==> config.mk <==
export PLATFORM = sky130hd
export DESIGN_NAME = timer_display_driver
export DESIGN_NICKNAME = d
export VERILOG_FILES = /design/src/rtl/timer_display_pkg.sv /design/src/rtl/seg7_decoder.sv /design/src/rtl/timer_display_driver.sv
export SDC_FILE = /design/constraint.sdc
export NUM_CORES = 1
export LEC_CHECK = 0
export BUFFER_PORTS_ARGS = -buffer_cell sky130_fd_sc_hd__buf_2
export CAP_MARGIN = 20
export CORE_ASPECT_RATIO = 1.4
export CORE_UTILIZATION = 41
export DETAILED_ROUTE_END_ITERATION = 8
export HOLD_SLACK_MARGIN = 0.05
export PLACE_DENSITY = 0.6
export SKIP_CTS_REPAIR_TIMING = 1
export SKIP_LAST_GASP = 1
export SYNTH_ARGS = -nofsm -noshare
export SYNTH_HDL_FRONTEND = slang
export SYNTH_SLANG_ARGS = --single-unit
==> constraint.sdc <==
create_clock -name clk -period 2 [get_ports clk]
set_input_delay 0.1 -clock clk [delete_from_list [all_inputs] [get_ports clk]]
set_output_delay 0.1 -clock clk [all_outputs]
set_load 0.01 [all_outputs]
==> src/rtl/timer_display_pkg.sv <==
// Shared types and constants for the timer display stage: converter states,
// digit count, 7-segment patterns and the BCD helper functions.
package timer_display_pkg;

  typedef enum logic [1:0] {
    ST_IDLE  = 2'd0,
    ST_SHIFT = 2'd1,
    ST_DONE  = 2'd2
  } conv_state_t;

  localparam int NUM_DIGITS = 4;

  // Active-high segment patterns, bit 0 = a ... bit 6 = g.
  localparam logic [6:0] SEG_0     = 7'h3F;
  localparam logic [6:0] SEG_1     = 7'h06;
  localparam logic [6:0] SEG_2     = 7'h5B;
  localparam logic [6:0] SEG_3     = 7'h4F;
  localparam logic [6:0] SEG_4     = 7'h66;
  localparam logic [6:0] SEG_5     = 7'h6D;
  localparam logic [6:0] SEG_6     = 7'h7D;
  localparam logic [6:0] SEG_7     = 7'h07;
  localparam logic [6:0] SEG_8     = 7'h7F;
  localparam logic [6:0] SEG_9     = 7'h6F;
  localparam logic [6:0] SEG_BLANK = 7'h00;

  function automatic logic [7:0] clamp99(input logic [7:0] b);
    return (b > 8'd99) ? 8'd99 : b;
  endfunction

  // Shift-add-3 correction applied to both BCD nibbles before each shift.
  function automatic logic [7:0] bcd_adjust(input logic [7:0] acc);
    logic [7:0] res;
    res[3:0] = (acc[3:0] >= 4'd5) ? acc[3:0] + 4'd3 : acc[3:0];
    res[7:4] = (acc[7:4] >= 4'd5) ? acc[7:4] + 4'd3 : acc[7:4];
    return res;
  endfunction

endpackage

==> src/rtl/seg7_decoder.sv <==
// BCD digit to active-high 7-segment pattern; the blank flag or a non-decimal
// code turns every segment off.
module seg7_decoder
  import timer_display_pkg::*;
(
  input  logic [3:0] i_bcd,
  input  logic       i_blank,
  output logic [6:0] o_seg
);

  always_comb begin
    o_seg = SEG_BLANK;
    if (!i_blank) begin
      case (i_bcd)
        4'd0:    o_seg = SEG_0;
        4'd1:    o_seg = SEG_1;
        4'd2:    o_seg = SEG_2;
        4'd3:    o_seg = SEG_3;
        4'd4:    o_seg = SEG_4;
        4'd5:    o_seg = SEG_5;
        4'd6:    o_seg = SEG_6;
        4'd7:    o_seg = SEG_7;
        4'd8:    o_seg = SEG_8;
        4'd9:    o_seg = SEG_9;
        default: o_seg = SEG_BLANK;
      endcase
    end
  end

endmodule

==> src/rtl/timer_display_driver.sv <==
// Converts the timer core's two binary bytes to BCD and multiplexes the four
// digits onto a shared 7-segment bus, flashing the display on the stop flag.
module timer_display_driver
  import timer_display_pkg::*;
#(
  parameter int SCAN_DIV   = 4,
  parameter int BLINK_LOG2 = 6,
  parameter int ACTIVE_LOW = 1
) (
  input  logic       clk,
  input  logic       rst_n,
  input  logic [7:0] lsb_bin,
  input  logic [7:0] msb_bin,
  input  logic       stop,
  output logic [6:0] seg,
  output logic       dp,
  output logic [3:0] an,
  output logic       busy
);

  localparam int   PRE_W = (SCAN_DIV > 1) ? $clog2(SCAN_DIV) : 1;
  localparam logic INV   = (ACTIVE_LOW != 0);

  conv_state_t r_state;
  logic [15:0] r_last;
  logic [7:0]  r_msb_sh, r_lsb_sh, r_msb_acc, r_lsb_acc;
  logic [2:0]  r_iter;
  logic        r_busy;
  logic [3:0]  r_m_tens, r_m_ones, r_l_tens, r_l_ones;

  logic [PRE_W-1:0]      r_pre;
  logic [1:0]            r_idx;
  logic [BLINK_LOG2-1:0] r_blink;
  logic                  r_phase;
  logic [6:0]            r_seg;
  logic                  r_dp;
  logic [NUM_DIGITS-1:0] r_an;

  logic [7:0]            w_msb_adj, w_lsb_adj;
  logic [3:0]            w_digit;
  logic                  w_blank;
  logic [6:0]            w_seg_pat;
  logic [NUM_DIGITS-1:0] w_onehot, w_an_act;

  assign w_msb_adj = bcd_adjust(r_msb_acc);
  assign w_lsb_adj = bcd_adjust(r_lsb_acc);

  // r_last holds the raw inputs so an out-of-range byte does not retrigger forever.
  always_ff @(posedge clk or negedge rst_n) begin
    if (!rst_n) begin
      r_state   <= ST_IDLE;
      r_last    <= '0;
      r_msb_sh  <= '0;
      r_lsb_sh  <= '0;
      r_msb_acc <= '0;
      r_lsb_acc <= '0;
      r_iter    <= '0;
      r_busy    <= 1'b0;
      r_m_tens  <= '0;
      r_m_ones  <= '0;
      r_l_tens  <= '0;
      r_l_ones  <= '0;
    end else begin
      case (r_state)
        ST_IDLE: begin
          if ({msb_bin, lsb_bin} != r_last) begin
            r_last    <= {msb_bin, lsb_bin};
            r_msb_sh  <= clamp99(msb_bin);
            r_lsb_sh  <= clamp99(lsb_bin);
            r_msb_acc <= '0;
            r_lsb_acc <= '0;
            r_iter    <= '0;
            r_busy    <= 1'b1;
            r_state   <= ST_SHIFT;
          end
        end
        ST_SHIFT: begin
          r_msb_acc <= {w_msb_adj[6:0], r_msb_sh[7]};
          r_lsb_acc <= {w_lsb_adj[6:0], r_lsb_sh[7]};
          r_msb_sh  <= {r_msb_sh[6:0], 1'b0};
          r_lsb_sh  <= {r_lsb_sh[6:0], 1'b0};
          r_iter    <= r_iter + 3'd1;
          if (r_iter == 3'd7) r_state <= ST_DONE;
        end
        ST_DONE: begin
          r_m_tens <= r_msb_acc[7:4];
          r_m_ones <= r_msb_acc[3:0];
          r_l_tens <= r_lsb_acc[7:4];
          r_l_ones <= r_lsb_acc[3:0];
          r_busy   <= 1'b0;
          r_state  <= ST_IDLE;
        end
        default: r_state <= ST_IDLE;
      endcase
    end
  end

  always_comb begin
    w_digit = r_l_ones;
    w_blank = 1'b0;
    case (r_idx)
      2'd1: w_digit = r_l_tens;
      2'd2: w_digit = r_m_ones;
      2'd3: begin
        w_digit = r_m_tens;
        w_blank = (r_m_tens == 4'd0);
      end
      default: w_digit = r_l_ones;
    endcase
  end

  seg7_decoder u_dec (
    .i_bcd   (w_digit),
    .i_blank (w_blank),
    .o_seg   (w_seg_pat)
  );

  assign w_onehot = {{(NUM_DIGITS-1){1'b0}}, 1'b1} << r_idx;
  assign w_an_act = (stop && !r_phase) ? '0 : w_onehot;

  // Outputs are registered from the current index, so they trail it by one clock.
  always_ff @(posedge clk or negedge rst_n) begin
    if (!rst_n) begin
      r_pre   <= '0;
      r_idx   <= '0;
      r_blink <= '0;
      r_phase <= 1'b0;
      r_seg   <= {7{INV}};
      r_dp    <= INV;
      r_an    <= {NUM_DIGITS{INV}};
    end else begin
      if (r_pre == PRE_W'(SCAN_DIV - 1)) begin
        r_pre <= '0;
        r_idx <= r_idx + 2'd1;
      end else begin
        r_pre <= r_pre + PRE_W'(1);
      end
      r_blink <= r_blink + BLINK_LOG2'(1);
      if (&r_blink) r_phase <= ~r_phase;
      r_seg <= w_seg_pat ^ {7{INV}};
      r_dp  <= (r_idx == 2'd2) ^ INV;
      r_an  <= w_an_act ^ {NUM_DIGITS{INV}};
    end
  end

  assign seg  = r_seg;
  assign dp   = r_dp;
  assign an   = r_an;
  assign busy = r_busy;

endmodule

==> flow_results.xml, run 1 <==
<?xml version="1.0" encoding="UTF-8"?>
<metrics>
  <group name="floorplanning">
    <metric name="initial_core_util" unit="%">42.7</metric>
    <metric name="die-width" unit="µm">90.4</metric>
    <metric name="pin_count" unit="">32</metric>
    <metric name="num_rows" unit="">44</metric>
    <metric name="floorplan.die.height" unit="µm">126</metric>
    <metric name="fp.coreArea" unit="µm²">10500</metric>
    <metric name="die-area" unit="µm²">11400</metric>
  </group>
  <group name="routing">
    <metric name="detail-route-antenna-nets" unit="">0</metric>
    <metric name="detailedRoute.firstIterationViolations" unit="">173</metric>
    <metric name="drt_wl_total" unit="µm">8520</metric>
    <metric name="routed_via_density" unit="">5.13</metric>
    <metric name="vias" unit="">3096</metric>
    <metric name="wl_per_cell" unit="µm">14.1</metric>
    <metric name="drc" unit="">0</metric>
    <metric name="dr.pass1.iters" unit="">6</metric>
  </group>
  <group name="clocking">
    <metric name="clkTransAtPathRegs" unit="ns">0.06</metric>
    <metric name="clock_tree_from_tritoncts" unit="">yes</metric>
    <metric name="cts_max_path_buffers" unit="">2</metric>
    <metric name="clk-insertion-delay-late" unit="ns">0.33</metric>
    <metric name="clkSinkCount" unit="">93</metric>
    <metric name="cts_root_buf" unit="">sky130_fd_sc_hd__clkbuf_16</metric>
    <metric name="h-tree-depth" unit="">3</metric>
    <metric name="cts-buffers-inserted" unit="">9</metric>
  </group>
  <group name="setup_path">
    <metric name="cp_num_buf_inv" unit="">1</metric>
    <metric name="critical_path_cell_sequence" unit="">xnor2_1 &gt; nand4_1 &gt; nor4_4 &gt; or3_1 &gt; buf_12 &gt; mux2_2</metric>
    <metric name="cp-end-kind" unit="">flip-flop</metric>
    <metric name="crit_path_max_fanout" unit="">18</metric>
    <metric name="worstSetupStartpointType" unit="">flip-flop</metric>
    <metric name="crit_arrival" unit="ns">2.19</metric>
    <metric name="critPathKind" unit="">flip-flop to flip-flop</metric>
    <metric name="cp_delay_by_family_top" unit="">simple AND/OR/NAND/NOR gates</metric>
    <metric name="slowest_delay" unit="ns">0.39</metric>
    <metric name="crit_path_top_delay_cell" unit="">sky130_fd_sc_hd__dfrtp_1</metric>
    <metric name="timing.critical_path.required" unit="ns">2.21</metric>
  </group>
  <group name="timing">
    <metric name="final_cycle_share" unit="%">99.0</metric>
    <metric name="clock_skew" unit="ns">0.00854</metric>
    <metric name="shortest_period_the_worst_path_allows" unit="ns">1.98</metric>
    <metric name="max_freq" unit="GHz">0.505</metric>
    <metric name="setup_viol_count_final" unit="">0</metric>
    <metric name="hold_violations" unit="">0</metric>
    <metric name="worst_max_slew_margin_expressed_relative_to_the_limit" unit="%">41.7</metric>
    <metric name="drv_slew" unit="">0</metric>
    <metric name="max_slew.worst_pin.slew" unit="ns">0.875</metric>
    <metric name="worst_slack_on_hold_paths" unit="ns">0.0535</metric>
    <metric name="rsz_0062_raised_after_global_routing" unit="">true</metric>
  </group>
  <group name="final_layout">
    <metric name="register_area" unit="µm²">2340</metric>
    <metric name="num_antenna_cells" unit="">0</metric>
    <metric name="final_cell_area" unit="µm²">5320</metric>
    <metric name="syn_to_final_growth" unit="%">18.5</metric>
    <metric name="multiInputGateArea" unit="µm²">2000</metric>
    <metric name="layout.nets" unit="">502</metric>
    <metric name="num-fill-cells" unit="">944</metric>
    <metric name="post_route_cells_drive_above_1_share" unit="%">26.9</metric>
  </group>
  <group name="synth">
    <metric name="netlist_area" unit="µm²">4490</metric>
    <metric name="synth-seq-cells" unit="">93</metric>
    <metric name="synth.lib_cells_used.distinct" unit="">37</metric>
    <metric name="yosysWarnings" unit="">0</metric>
    <metric name="synth_seq_area_share" unit="%">52.2</metric>
    <metric name="netlist_instances" unit="">407</metric>
    <metric name="mappedNetlistNets" unit="">448</metric>
    <metric name="syn_avg_cell_area" unit="µm²">11.0</metric>
  </group>
  <group name="grt">
    <metric name="grt_pass1_wl" unit="µm">14700</metric>
    <metric name="first_global_vias" unit="">3145</metric>
    <metric name="grt_overflow" unit="">0</metric>
    <metric name="grt_antenna_before_repair" unit="">0</metric>
    <metric name="grt_max_degree" unit="">94</metric>
    <metric name="grtUsageTotal" unit="%">16.2</metric>
  </group>
  <group name="placed_design">
    <metric name="hpwl" unit="µm">5950</metric>
    <metric name="gp_congestion" unit="">0.755</metric>
    <metric name="portBuffers" unit="">31</metric>
    <metric name="placement.cell_area" unit="µm²">4900</metric>
  </group>
  <group name="outcome">
    <metric name="result_of_the_run" unit="">finished clean</metric>
  </group>
  <group name="hold_path">
    <metric name="timing.hold.worst.class" unit="">input port to flip-flop</metric>
  </group>
  <group name="power_and_ir_drop">
    <metric name="report.power.total" unit="W">0.00796</metric>
    <metric name="power_leakage" unit="nW">2.46</metric>
    <metric name="worst_vdd_rail_ir_drop" unit="mV">0.632</metric>
    <metric name="p_per_area" unit="nW/µm²">1500</metric>
  </group>
  <group name="run">
    <metric name="maxCapViolCount" unit="">0</metric>
  </group>
</metrics>
[Yosys cell counts]
| cell | n | area share, % |
|---|---|---|
| sky130_fd_sc_hd__xnor2_1 | 24 | 4.7 |
| sky130_fd_sc_hd__a21oi_1 | 10 | 1.1 |
| sky130_fd_sc_hd__nand3_1 | 11 | 1.2 |
| sky130_fd_sc_hd__ha_1 | 22 | 6.1 |
| sky130_fd_sc_hd__and2_1 | 1 | 0.14 |
| sky130_fd_sc_hd__nor3b_1 | 1 | 0.17 |
| sky130_fd_sc_hd__nor3_1 | 2 | 0.22 |
| sky130_fd_sc_hd__xor2_1 | 3 | 0.59 |
| sky130_fd_sc_hd__o22ai_1 | 11 | 1.5 |
| sky130_fd_sc_hd__buf_6 | 3 | 0.75 |
| sky130_fd_sc_hd__nand4_1 | 3 | 0.42 |
| sky130_fd_sc_hd__nor4_4 | 1 | 0.47 |
| sky130_fd_sc_hd__inv_1 | 33 | 2.8 |
| sky130_fd_sc_hd__buf_12 | 1 | 0.45 |
| sky130_fd_sc_hd__o211ai_1 | 1 | 0.17 |
| sky130_fd_sc_hd__dfrtp_1 | 81 | 45 |
| sky130_fd_sc_hd__and3_1 | 2 | 0.28 |
| sky130_fd_sc_hd__o31a_1 | 4 | 0.78 |
| sky130_fd_sc_hd__nor4_1 | 8 | 1.1 |
| sky130_fd_sc_hd__a31oi_1 | 4 | 0.56 |
| sky130_fd_sc_hd__mux2_2 | 16 | 4.0 |
| sky130_fd_sc_hd__a21oi_2 | 1 | 0.20 |
| sky130_fd_sc_hd__nand2b_1 | 14 | 2.0 |
| sky130_fd_sc_hd__o221a_2 | 4 | 1.0 |
| sky130_fd_sc_hd__a222oi_1 | 4 | 0.89 |
| sky130_fd_sc_hd__nand2_1 | 46 | 3.8 |
| sky130_fd_sc_hd__a21boi_0 | 1 | 0.17 |
| sky130_fd_sc_hd__clkbuf_1 | 10 | 0.84 |
| sky130_fd_sc_hd__nor2_1 | 11 | 0.92 |
| sky130_fd_sc_hd__dfstp_2 | 12 | 7.0 |
| sky130_fd_sc_hd__nand4_2 | 1 | 0.28 |
| sky130_fd_sc_hd__o311ai_0 | 2 | 0.39 |
| sky130_fd_sc_hd__or3_1 | 1 | 0.14 |
| sky130_fd_sc_hd__mux2_4 | 8 | 2.7 |
| sky130_fd_sc_hd__nor2b_1 | 3 | 0.42 |
| sky130_fd_sc_hd__mux2i_1 | 11 | 2.5 |
| sky130_fd_sc_hd__o21ai_0 | 36 | 4.0 |
[kinds of logic after synthesis]
kind of cell	count (synthesis)	share of synthesized area, %
AO/OA/AOI/OAI	78	10.8
XOR/XNOR	27	5.27
adder cells (fa/ha/maj)	22	6.14
buffers and inverters	47	4.80
flip-flops	93	52.2
multiplexers	35	9.15
AND/OR/NAND/NOR	105	11.6
[where the power goes]
part,internal [W],switching [W]
Combinational,0.00163,0.00163
Clock,0.000936,0.000639
Sequential,0.00267,0.000445
Total,0.00524,0.00272
[metal layers]
metal  routed length [µm]  track usage, %  vias up
met3                  251            2.90       13
met5                    0               0        -
met2                 4560            29.1       61
met4                  165            6.74        0
met1                 3540            19.0     1508
li1                     -               -     1514
[final cells by class]
class	instances	area share (%)
Clock buffer	14	5.15
Sequential cell	93	44.0
Inverter	33	2.33
Tap cell	138	3.25
Multi-Input combinational cell	267	37.6
Clock inverter	1	0.0941
Timing Repair Buffer	57	7.51
[worst reg2reg max path: stages (launching register included)]
cell and delay, ns:
sky130_fd_sc_hd__dfrtp_1 0.39, sky130_fd_sc_hd__xnor2_1 0.17, sky130_fd_sc_hd__nand4_1 0.16, sky130_fd_sc_hd__nor4_4 0.38, sky130_fd_sc_hd__or3_1 0.22, sky130_fd_sc_hd__buf_12 0.19
sky130_fd_sc_hd__mux2_2 0.37
[per-stage QoR]
step | TNS [ns] | setup slack (ns) | instances | util, %
CTS | -0.539 | -0.123 | 596 | 49.3
global placement | -0.0223 | -0.0216 | 581 | 46.6
floorplan | 0 | 0.0805 | 407 | -
detailed placement | -0.247 | -0.0654 | 581 | 46.6
finish | 0 | 0.0203 | 603 | 50.6
global route | -3.62 | -0.116 | 603 | 50.6
[sequential cells by signal, summed over array words and instances, names as in the netlist, 2 cells and up]
register   flops
r_m_ones       4
r_pre          2
r_l_tens       4
r_lsb_sh       8
r_iter         3
r_msb_acc      8
r_msb_sh       8
r_m_tens       4
r_state        2
r_lsb_acc      8
r_blink        6
r_l_ones       4
seg            7
an             4
r_idx          2
r_last        16
[final timing paths]
kind / to / start / slack, ns / cells after the start
min reg2reg: r_pre[0] / r_pre[0] / 0.45 / 1
min in group asynchronous: r_idx[1] / rst_n / 0.38 / 3
max: r_last[7] / r_last[10] / 0.02 / 6
max reg2reg: r_last[7] / r_last[10] / 0.02 / 6
min: r_last[1] / lsb_bin[1] / 0.05 / 2
max in group asynchronous: an[0] / rst_n / 1.26 / 3
[layout by cell type, fill, tap and decap left out, types with 9 or more instances in the layout]
cell type,n
sky130_fd_sc_hd__buf_4,21
sky130_fd_sc_hd__xnor2_1,24
sky130_fd_sc_hd__o22ai_1,11
sky130_fd_sc_hd__nand3_1,11
sky130_fd_sc_hd__inv_1,30
sky130_fd_sc_hd__ha_1,17
sky130_fd_sc_hd__buf_2,30
sky130_fd_sc_hd__nand2b_1,13
sky130_fd_sc_hd__o21ai_0,34
sky130_fd_sc_hd__nand2_1,46
sky130_fd_sc_hd__nor2_1,11
sky130_fd_sc_hd__a21oi_1,9
sky130_fd_sc_hd__dfrtp_1,81
sky130_fd_sc_hd__mux2_2,15
sky130_fd_sc_hd__dfstp_2,12
sky130_fd_sc_hd__mux2_4,9
sky130_fd_sc_hd__clkbuf_16,9
(Power assumes the default switching activity.)
==> inputs of run 2 (changes only) <==
==> constraint.sdc (replaced) <==
create_clock -name clk -period 1.7 [get_ports clk]
set_input_delay 0.085 -clock clk [delete_from_list [all_inputs] [get_ports clk]]
set_output_delay 0.085 -clock clk [all_outputs]
set_load 0.01 [all_outputs]
==> flow_results.xml, run 2 (synthesis results as in run 1) <==
<?xml version="1.0" encoding="UTF-8"?>
<metrics>
  <group name="setup_path">
    <metric name="crit_path_top_delay_cell" unit="">sky130_fd_sc_hd__dfrtp_1</metric>
    <metric name="critical_path_cell_sequence" unit="">xnor2_2 &gt; nand4_1 &gt; nor4_4 &gt; or3_4 &gt; buf_12 &gt; clkbuf_16 &gt; mux2_4</metric>
    <metric name="critPathKind" unit="">flip-flop to flip-flop</metric>
    <metric name="crit_path_max_fanout" unit="">4</metric>
    <metric name="crit_path_start" unit="">r_last[10]</metric>
    <metric name="slowest_delay" unit="ns">0.41</metric>
    <metric name="worstSetupStartpointType" unit="">flip-flop</metric>
    <metric name="timing.critical_path.required" unit="ns">1.93</metric>
    <metric name="timing.rr.start" unit="">r_last[10]</metric>
    <metric name="crit_arrival" unit="ns">2.26</metric>
    <metric name="cp-end-kind" unit="">flip-flop</metric>
  </group>
  <group name="placed_design">
    <metric name="hpwl" unit="µm">6440</metric>
    <metric name="placement.cell_area" unit="µm²">5220</metric>
    <metric name="gp_congestion" unit="">0.824</metric>
    <metric name="portBuffers" unit="">31</metric>
  </group>
  <group name="final_layout">
    <metric name="final_cell_area" unit="µm²">5970</metric>
    <metric name="biggest_register" unit="">r_last</metric>
    <metric name="largest_register_ffs" unit="">16</metric>
    <metric name="syn_to_final_growth" unit="%">33.2</metric>
    <metric name="layout_commonest_cell" unit="">sky130_fd_sc_hd__dfrtp_1</metric>
    <metric name="post_route_cells_drive_above_1_share" unit="%">39.6</metric>
    <metric name="layout_common_cells" unit="">sky130_fd_sc_hd__dfrtp_1 (81), sky130_fd_sc_hd__nand2_1 (45), sky130_fd_sc_hd__buf_4 (43)</metric>
    <metric name="layout.nets" unit="">538</metric>
    <metric name="num_antenna_cells" unit="">0</metric>
  </group>
  <group name="power_and_ir_drop">
    <metric name="p_per_area" unit="nW/µm²">1800</metric>
    <metric name="worst_vdd_rail_ir_drop" unit="mV">0.948</metric>
    <metric name="power_leakage" unit="nW">2.79</metric>
  </group>
  <group name="grt">
    <metric name="first_global_vias" unit="">3213</metric>
    <metric name="grt_antenna_before_repair" unit="">0</metric>
    <metric name="grt_max_degree" unit="">59</metric>
    <metric name="grt_overflow" unit="">0</metric>
    <metric name="grtUsageTotal" unit="%">17.2</metric>
    <metric name="grt_pass1_wl" unit="µm">15300</metric>
  </group>
  <group name="routing">
    <metric name="detail-route-antenna-nets" unit="">0</metric>
    <metric name="detailedRoute.firstIterationViolations" unit="">146</metric>
    <metric name="wl_per_cell" unit="µm">15.4</metric>
    <metric name="routed_via_density" unit="">5.10</metric>
    <metric name="vias" unit="">3266</metric>
    <metric name="dr.pass1.iters" unit="">4</metric>
    <metric name="drc" unit="">0</metric>
    <metric name="drt_wl_total" unit="µm">9850</metric>
  </group>
  <group name="timing">
    <metric name="max_freq" unit="GHz">0.493</metric>
    <metric name="layout_setup_ws" unit="ns">-0.329</metric>
    <metric name="max_slew.worst_pin.slew" unit="ns">0.578</metric>
    <metric name="hold_violations" unit="">0</metric>
    <metric name="totalNegativeSetupSlack" unit="ns">-11.04</metric>
    <metric name="setup_viol_count_final" unit="">60</metric>
    <metric name="shortest_period_the_worst_path_allows" unit="ns">2.03</metric>
    <metric name="clock_skew" unit="ns">0.00816</metric>
    <metric name="drv_slew" unit="">0</metric>
    <metric name="worst_slack_on_hold_paths" unit="ns">0.0497</metric>
    <metric name="rsz_0062_raised_after_global_routing" unit="">true</metric>
    <metric name="final_cycle_share" unit="%">119</metric>
    <metric name="worst_max_slew_margin_expressed_relative_to_the_limit" unit="%">61.5</metric>
  </group>
  <group name="floorplanning">
    <metric name="initial_core_util" unit="%">42.7</metric>
    <metric name="die-width" unit="µm">90.4</metric>
    <metric name="floorplan.die.height" unit="µm">126</metric>
    <metric name="pin_count" unit="">32</metric>
    <metric name="num_rows" unit="">44</metric>
    <metric name="die-area" unit="µm²">11400</metric>
    <metric name="fp.coreArea" unit="µm²">10500</metric>
  </group>
  <group name="clocking">
    <metric name="clk-insertion-delay-late" unit="ns">0.34</metric>
    <metric name="clkSinkCount" unit="">93</metric>
    <metric name="cts_max_path_buffers" unit="">2</metric>
    <metric name="h-tree-depth" unit="">3</metric>
    <metric name="clkTransAtPathRegs" unit="ns">0.06</metric>
    <metric name="cts-buffers-inserted" unit="">9</metric>
    <metric name="clock_tree_from_tritoncts" unit="">yes</metric>
    <metric name="cts_root_buf" unit="">sky130_fd_sc_hd__clkbuf_16</metric>
  </group>
  <group name="hold_path">
    <metric name="timing.hold.worst.class" unit="">input port to flip-flop</metric>
    <metric name="worstHoldStart" unit="">msb_bin[0]</metric>
  </group>
  <group name="run">
    <metric name="maxCapViolCount" unit="">0</metric>
  </group>
  <group name="outcome">
    <metric name="violated_checks" unit="">negative setup slack</metric>
    <metric name="result_of_the_run" unit="">finished with violations</metric>
  </group>
</metrics>
run 2: cell types whose count changed in the layout (fill, tap and decap cells not counted), sizes merged:
cell	change
a21oi	+2
buf	+33
dlygate4sd3	-1
clkbuf	+3
run 2: final timing paths:
kind / endpoint / slack (ns) / depth (start not counted)
min in group asynchronous: seg[0] / 0.34 / 2
setup reg to reg: r_last[8] / -0.33 / 7
setup / recovery: r_last[8] / -0.33 / 7
hold reg to reg: r_pre[0] / 0.45 / 1
hold / removal: r_last[8] / 0.05 / 2
max in group asynchronous: r_idx[0] / 1.02 / 3
run 2: report_power, final:
group / leakage [nW] / internal, W / switching, W / total, W
clock network: 0.140 / 0.00111 / 0.000814 / 0.00193
logic: 1.53 / 0.00269 / 0.00243 / 0.00512
registers: 1.12 / 0.00314 / 0.000564 / 0.00371
total: 2.79 / 0.00695 / 0.00381 / 0.0108
run 2: area by class of cell:
cell class / count / area (µm²)
Inverter: 33 / 126
Clock buffer: 15 / 278
Clock inverter: 1 / 5.00
Fill cell: 882 / 4540
Timing Repair Buffer: 91 / 746
Sequential cell: 93 / 2340
Tap cell: 138 / 173
Multi-Input combinational cell: 269 / 2300
run 2: critical path: cells and delay by family (launching register included):
kind | cells | cell delay [ns]
buffers and inverters | 2 | 0.26
xor gates and xnor gates | 1 | 0.17
muxes | 1 | 0.29
DFF | 1 | 0.41
and+or+nand+nor | 3 | 0.78
run 2: metal layers:
layer / share of wire [%] / global-route usage [%] / vias to the layer above / wire length, µm
met5: 0 / 0 / - / 0
met4: 2.8 / 8.35 / 0 / 274
met1: 39 / 18.4 / 1593 / 3820
met3: 2.4 / 3.26 / 17 / 240
met2: 56 / 32.2 / 65 / 5520
li1: - / - / 1591 / -
run 2: per-stage QoR:
stage / power, W / cells / util [%] / worst slack, ns
detailed placement: 0.00774 / 612 / 49.7 / -0.364
global route: 0.0115 / 640 / 56.8 / -0.426
floorplan: 0.00654 / 407 / - / -0.198
finish: 0.0108 / 640 / 56.8 / -0.329
global placement: 0.00759 / 612 / 49.7 / -0.308
CTS: 0.00971 / 628 / 52.3 / -0.385
==> inputs of run 3 (changes only) <==
--- a/config.mk
+++ b/config.mk
@@ -5,6 +5,7 @@
 export SDC_FILE = /design/constraint.sdc
 export NUM_CORES = 1
 export LEC_CHECK = 0
+export ABC_AREA = 1
 export BUFFER_PORTS_ARGS = -buffer_cell sky130_fd_sc_hd__buf_2
 export CAP_MARGIN = 20
 export CORE_ASPECT_RATIO = 1.4
@@ -13,7 +14,6 @@
 export HOLD_SLACK_MARGIN = 0.05
 export PLACE_DENSITY = 0.6
 export SKIP_CTS_REPAIR_TIMING = 1
-export SKIP_LAST_GASP = 1
 export SYNTH_ARGS = -nofsm -noshare
 export SYNTH_HDL_FRONTEND = slang
 export SYNTH_SLANG_ARGS = --single-unit
==> constraint.sdc (replaced) <==
create_clock -name clk -period 1.64 [get_ports clk]
set_input_delay 0.082 -clock clk [delete_from_list [all_inputs] [get_ports clk]]
set_output_delay 0.082 -clock clk [all_outputs]
set_load 0.01 [all_outputs]
==> flow_results.xml, run 3 <==
<?xml version="1.0" encoding="UTF-8"?>
<metrics>
  <group name="floorplanning">
    <metric name="pin_count" unit="">32</metric>
    <metric name="num_rows" unit="">45</metric>
    <metric name="floorplan.die.height" unit="µm">128</metric>
    <metric name="die-area" unit="µm²">11700</metric>
    <metric name="die-width" unit="µm">91.9</metric>
    <metric name="initial_core_util" unit="%">42.4</metric>
    <metric name="fp.coreArea" unit="µm²">10900</metric>
  </group>
  <group name="outcome">
    <metric name="violated_checks" unit="">negative setup slack</metric>
    <metric name="result_of_the_run" unit="">finished with violations</metric>
  </group>
  <group name="timing">
    <metric name="setup_viol_count_final" unit="">4</metric>
    <metric name="max_freq" unit="GHz">0.584</metric>
    <metric name="final_cycle_share" unit="%">104</metric>
    <metric name="worst_slack_on_hold_paths" unit="ns">0.0319</metric>
    <metric name="layout_setup_ws" unit="ns">-0.0709</metric>
    <metric name="drv_slew" unit="">0</metric>
    <metric name="shortest_period_the_worst_path_allows" unit="ns">1.71</metric>
    <metric name="hold_violations" unit="">0</metric>
    <metric name="rsz_0062_raised_after_global_routing" unit="">true</metric>
    <metric name="max_slew.worst_pin.slew" unit="ns">0.496</metric>
    <metric name="worst_max_slew_margin_expressed_relative_to_the_limit" unit="%">66.8</metric>
    <metric name="totalNegativeSetupSlack" unit="ns">-0.178</metric>
    <metric name="clock_skew" unit="ns">0.00498</metric>
  </group>
  <group name="clocking">
    <metric name="clk-insertion-delay-late" unit="ns">0.34</metric>
    <metric name="h-tree-depth" unit="">3</metric>
    <metric name="clock_tree_from_tritoncts" unit="">yes</metric>
    <metric name="cts_root_buf" unit="">sky130_fd_sc_hd__clkbuf_16</metric>
    <metric name="clkTransAtPathRegs" unit="ns">0.06</metric>
    <metric name="clkSinkCount" unit="">93</metric>
    <metric name="cts-buffers-inserted" unit="">9</metric>
    <metric name="cts_max_path_buffers" unit="">2</metric>
  </group>
  <group name="synth">
    <metric name="synth-seq-cells" unit="">93</metric>
    <metric name="yosys_most_used_dff" unit="">sky130_fd_sc_hd__dfrtp_1</metric>
    <metric name="syn_avg_cell_area" unit="µm²">8.07</metric>
    <metric name="synth.cells.most_frequent" unit="">sky130_fd_sc_hd__nand2_1 (188), sky130_fd_sc_hd__dfrtp_1 (81), sky130_fd_sc_hd__inv_1 (70), sky130_fd_sc_hd__o21ai_0 (56), sky130_fd_sc_hd__nand3_1 (54)</metric>
    <metric name="async_reset_ff_share" unit="%">100</metric>
    <metric name="cell_types_with_the_largest_area_share_after_synthesis" unit="">sky130_fd_sc_hd__dfrtp_1 (44%), sky130_fd_sc_hd__nand2_1 (15%), sky130_fd_sc_hd__dfstp_2 (6.8%)</metric>
    <metric name="netlist_area" unit="µm²">4630</metric>
    <metric name="synth.lib_cells_used.distinct" unit="">23</metric>
    <metric name="synth-compound-area-share" unit="%">10.4</metric>
    <metric name="most_numerous_cell_in_the_yosys_netlist" unit="">sky130_fd_sc_hd__nand2_1</metric>
    <metric name="synth_seq_area_share" unit="%">50.5</metric>
    <metric name="post_synth_xor_area_fraction" unit="%">1.32</metric>
    <metric name="synth_edf_count" unit="">0</metric>
    <metric name="synth_simple_gate_area_share" unit="%">23.8</metric>
    <metric name="largest_family_of_logic_cells_by_synthesized_area" unit="">simple AND/OR/NAND/NOR gates</metric>
    <metric name="post-synth-top-area-cell" unit="">sky130_fd_sc_hd__dfrtp_1</metric>
    <metric name="mappedNetlistNets" unit="">615</metric>
    <metric name="synth.area.mux_share" unit="%">0</metric>
    <metric name="yosysWarnings" unit="">0</metric>
    <metric name="portion_of_synthesized_cell_area_occupied_by_the_leading_cell_type" unit="%">43.7</metric>
    <metric name="netlist_instances" unit="">574</metric>
    <metric name="arithmetic_cell_share_of_the_synthesized_area_counting_full_adders_half_adders_and_majority_gates" unit="%">5.94</metric>
  </group>
  <group name="placed_design">
    <metric name="portBuffers" unit="">31</metric>
    <metric name="gp_congestion" unit="">0.822</metric>
    <metric name="worst_setup_slack_before_clock_tree_synthesis" unit="ns">-0.112</metric>
    <metric name="placement.cell_area" unit="µm²">5110</metric>
    <metric name="hpwl" unit="µm">6290</metric>
  </group>
  <group name="grt">
    <metric name="grt_max_degree" unit="">38</metric>
    <metric name="grtUsageTotal" unit="%">16.9</metric>
    <metric name="globalRouteMet1Util" unit="%">20.1</metric>
    <metric name="first_global_vias" unit="">3587</metric>
    <metric name="global_route.peak_usage_layer" unit="">met2</metric>
    <metric name="grt_antenna_before_repair" unit="">0</metric>
    <metric name="grt_pass1_wl" unit="µm">15900</metric>
    <metric name="grt_overflow" unit="">0</metric>
    <metric name="met3_use_gr" unit="%">2.02</metric>
    <metric name="grtUsageMet2" unit="%">30.0</metric>
  </group>
  <group name="power_and_ir_drop">
    <metric name="power_leakage" unit="nW">2.92</metric>
    <metric name="p_per_area" unit="nW/µm²">1780</metric>
    <metric name="report.power.total" unit="W">0.0101</metric>
    <metric name="worst_vdd_rail_ir_drop" unit="mV">0.953</metric>
  </group>
  <group name="final_layout">
    <metric name="syn_to_final_growth" unit="%">22.2</metric>
    <metric name="num_antenna_cells" unit="">0</metric>
    <metric name="post_route_cells_drive_above_1_share" unit="%">19.4</metric>
    <metric name="biggest_register" unit="">r_last</metric>
    <metric name="final_cell_area" unit="µm²">5660</metric>
    <metric name="largest_register_ffs" unit="">16</metric>
    <metric name="layout.nets" unit="">671</metric>
    <metric name="register_area" unit="µm²">2340</metric>
    <metric name="layout_common_cells" unit="">sky130_fd_sc_hd__nand2_1 (178), sky130_fd_sc_hd__dfrtp_1 (80), sky130_fd_sc_hd__inv_1 (64)</metric>
    <metric name="layout_commonest_cell" unit="">sky130_fd_sc_hd__nand2_1</metric>
    <metric name="num-fill-cells" unit="">1044</metric>
    <metric name="multiInputGateArea" unit="µm²">2080</metric>
  </group>
  <group name="setup_path">
    <metric name="timing.critical_path.required" unit="ns">1.89</metric>
    <metric name="cp-end-kind" unit="">flip-flop</metric>
    <metric name="crit_arrival" unit="ns">1.96</metric>
    <metric name="crit_path_max_fanout" unit="">4</metric>
    <metric name="critPathKind" unit="">flip-flop to flip-flop</metric>
    <metric name="worstSetupStartpointType" unit="">flip-flop</metric>
  </group>
  <group name="routing">
    <metric name="dr.pass1.iters" unit="">6</metric>
    <metric name="drc" unit="">0</metric>
    <metric name="wl_per_cell" unit="µm">12.0</metric>
    <metric name="detail-route-antenna-nets" unit="">0</metric>
    <metric name="vias" unit="">3713</metric>
    <metric name="detailedRoute.firstIterationViolations" unit="">239</metric>
    <metric name="drt_wl_total" unit="µm">9320</metric>
    <metric name="routed_via_density" unit="">4.78</metric>
  </group>
  <group name="run">
    <metric name="maxCapViolCount" unit="">0</metric>
  </group>
  <group name="hold_path">
    <metric name="timing.hold.worst.class" unit="">input port to flip-flop</metric>
  </group>
</metrics>
run 3: cell count changes in the layout (fill, tap and decap cells not counted), sizes merged, moves of 9 or more:
cell,delta
xnor2,-24
o21ai,+20
nand2,+143
nor4,-9
inv,+39
buf,-28
nand3,+43
mux2i,-11
nand2b,-14
nor2,+13
mux2,-24
run 3: area by class of cell:
type / instances / share of cell area [%]
Sequential cell: 93 / 41.4
Multi-Input combinational cell: 389 / 36.7
Timing Repair Buffer: 64 / 8.95
Inverter: 73 / 5.01
Clock buffer: 15 / 4.73
Tap cell: 141 / 3.11
Clock inverter: 1 / 0.0884
run 3: power breakdown:
part | switching (W) | total (W) | leakage [nW] | internal [W]
clock | 0.000824 | 0.00194 | 0.134 | 0.00111
sequential | 0.000627 | 0.00393 | 1.12 | 0.00330
combinational | 0.00243 | 0.00421 | 1.67 | 0.00178
run 3: metal layers:
layer | vias to the layer above | wire, µm
met5 | - | 0
met4 | 0 | 208
met3 | 14 | 194
met2 | 44 | 4800
met1 | 1720 | 4120
li1 | 1935 | -
run 3: metrics by stage:
stage,util (%),cells
3_3_place_gp,46.8,748
4_1_cts,49.3,764
2_1_floorplan,-,574
5_1_grt,51.9,776
6_report,51.9,776
3_5_place_dp,46.8,748
run 3: cells by family (layout without fill, tap and decap cells):
| kind of cell | count (synthesis) | count (layout) |
|---|---|---|
| buf+inv | 92 | 153 |
| fa+ha+maj | 22 | 22 |
| flops | 93 | 93 |
| simple gates | 272 | 272 |
| compound gates | 88 | 88 |
| xor+xnor | 7 | 7 |
run 3: critical path, cell delays in order, from the launching register on:
cell,delay [ns]
sky130_fd_sc_hd__dfrtp_2,0.44
sky130_fd_sc_hd__ha_2,0.22
sky130_fd_sc_hd__inv_2,0.06
sky130_fd_sc_hd__o21ai_2,0.19
sky130_fd_sc_hd__o22ai_4,0.10
sky130_fd_sc_hd__buf_4,0.15
sky130_fd_sc_hd__ha_1,0.17
sky130_fd_sc_hd__o211ai_1,0.19
sky130_fd_sc_hd__nand3_1,0.10
run 3: worst paths after layout:
kind,depth (start not counted),startpoint,end,slack [ns]
min in group asynchronous,2,rst_n,r_m_ones[0],0.22
worst max-delay path,8,r_idx[0],seg[0],-0.07
worst min-delay path,3,stop,an[3],0.03
worst max register to register,8,r_idx[0],seg[0],-0.07
worst min register to register,1,r_pre[0],r_pre[0],0.44
max in group asynchronous,3,rst_n,seg[6],0.84
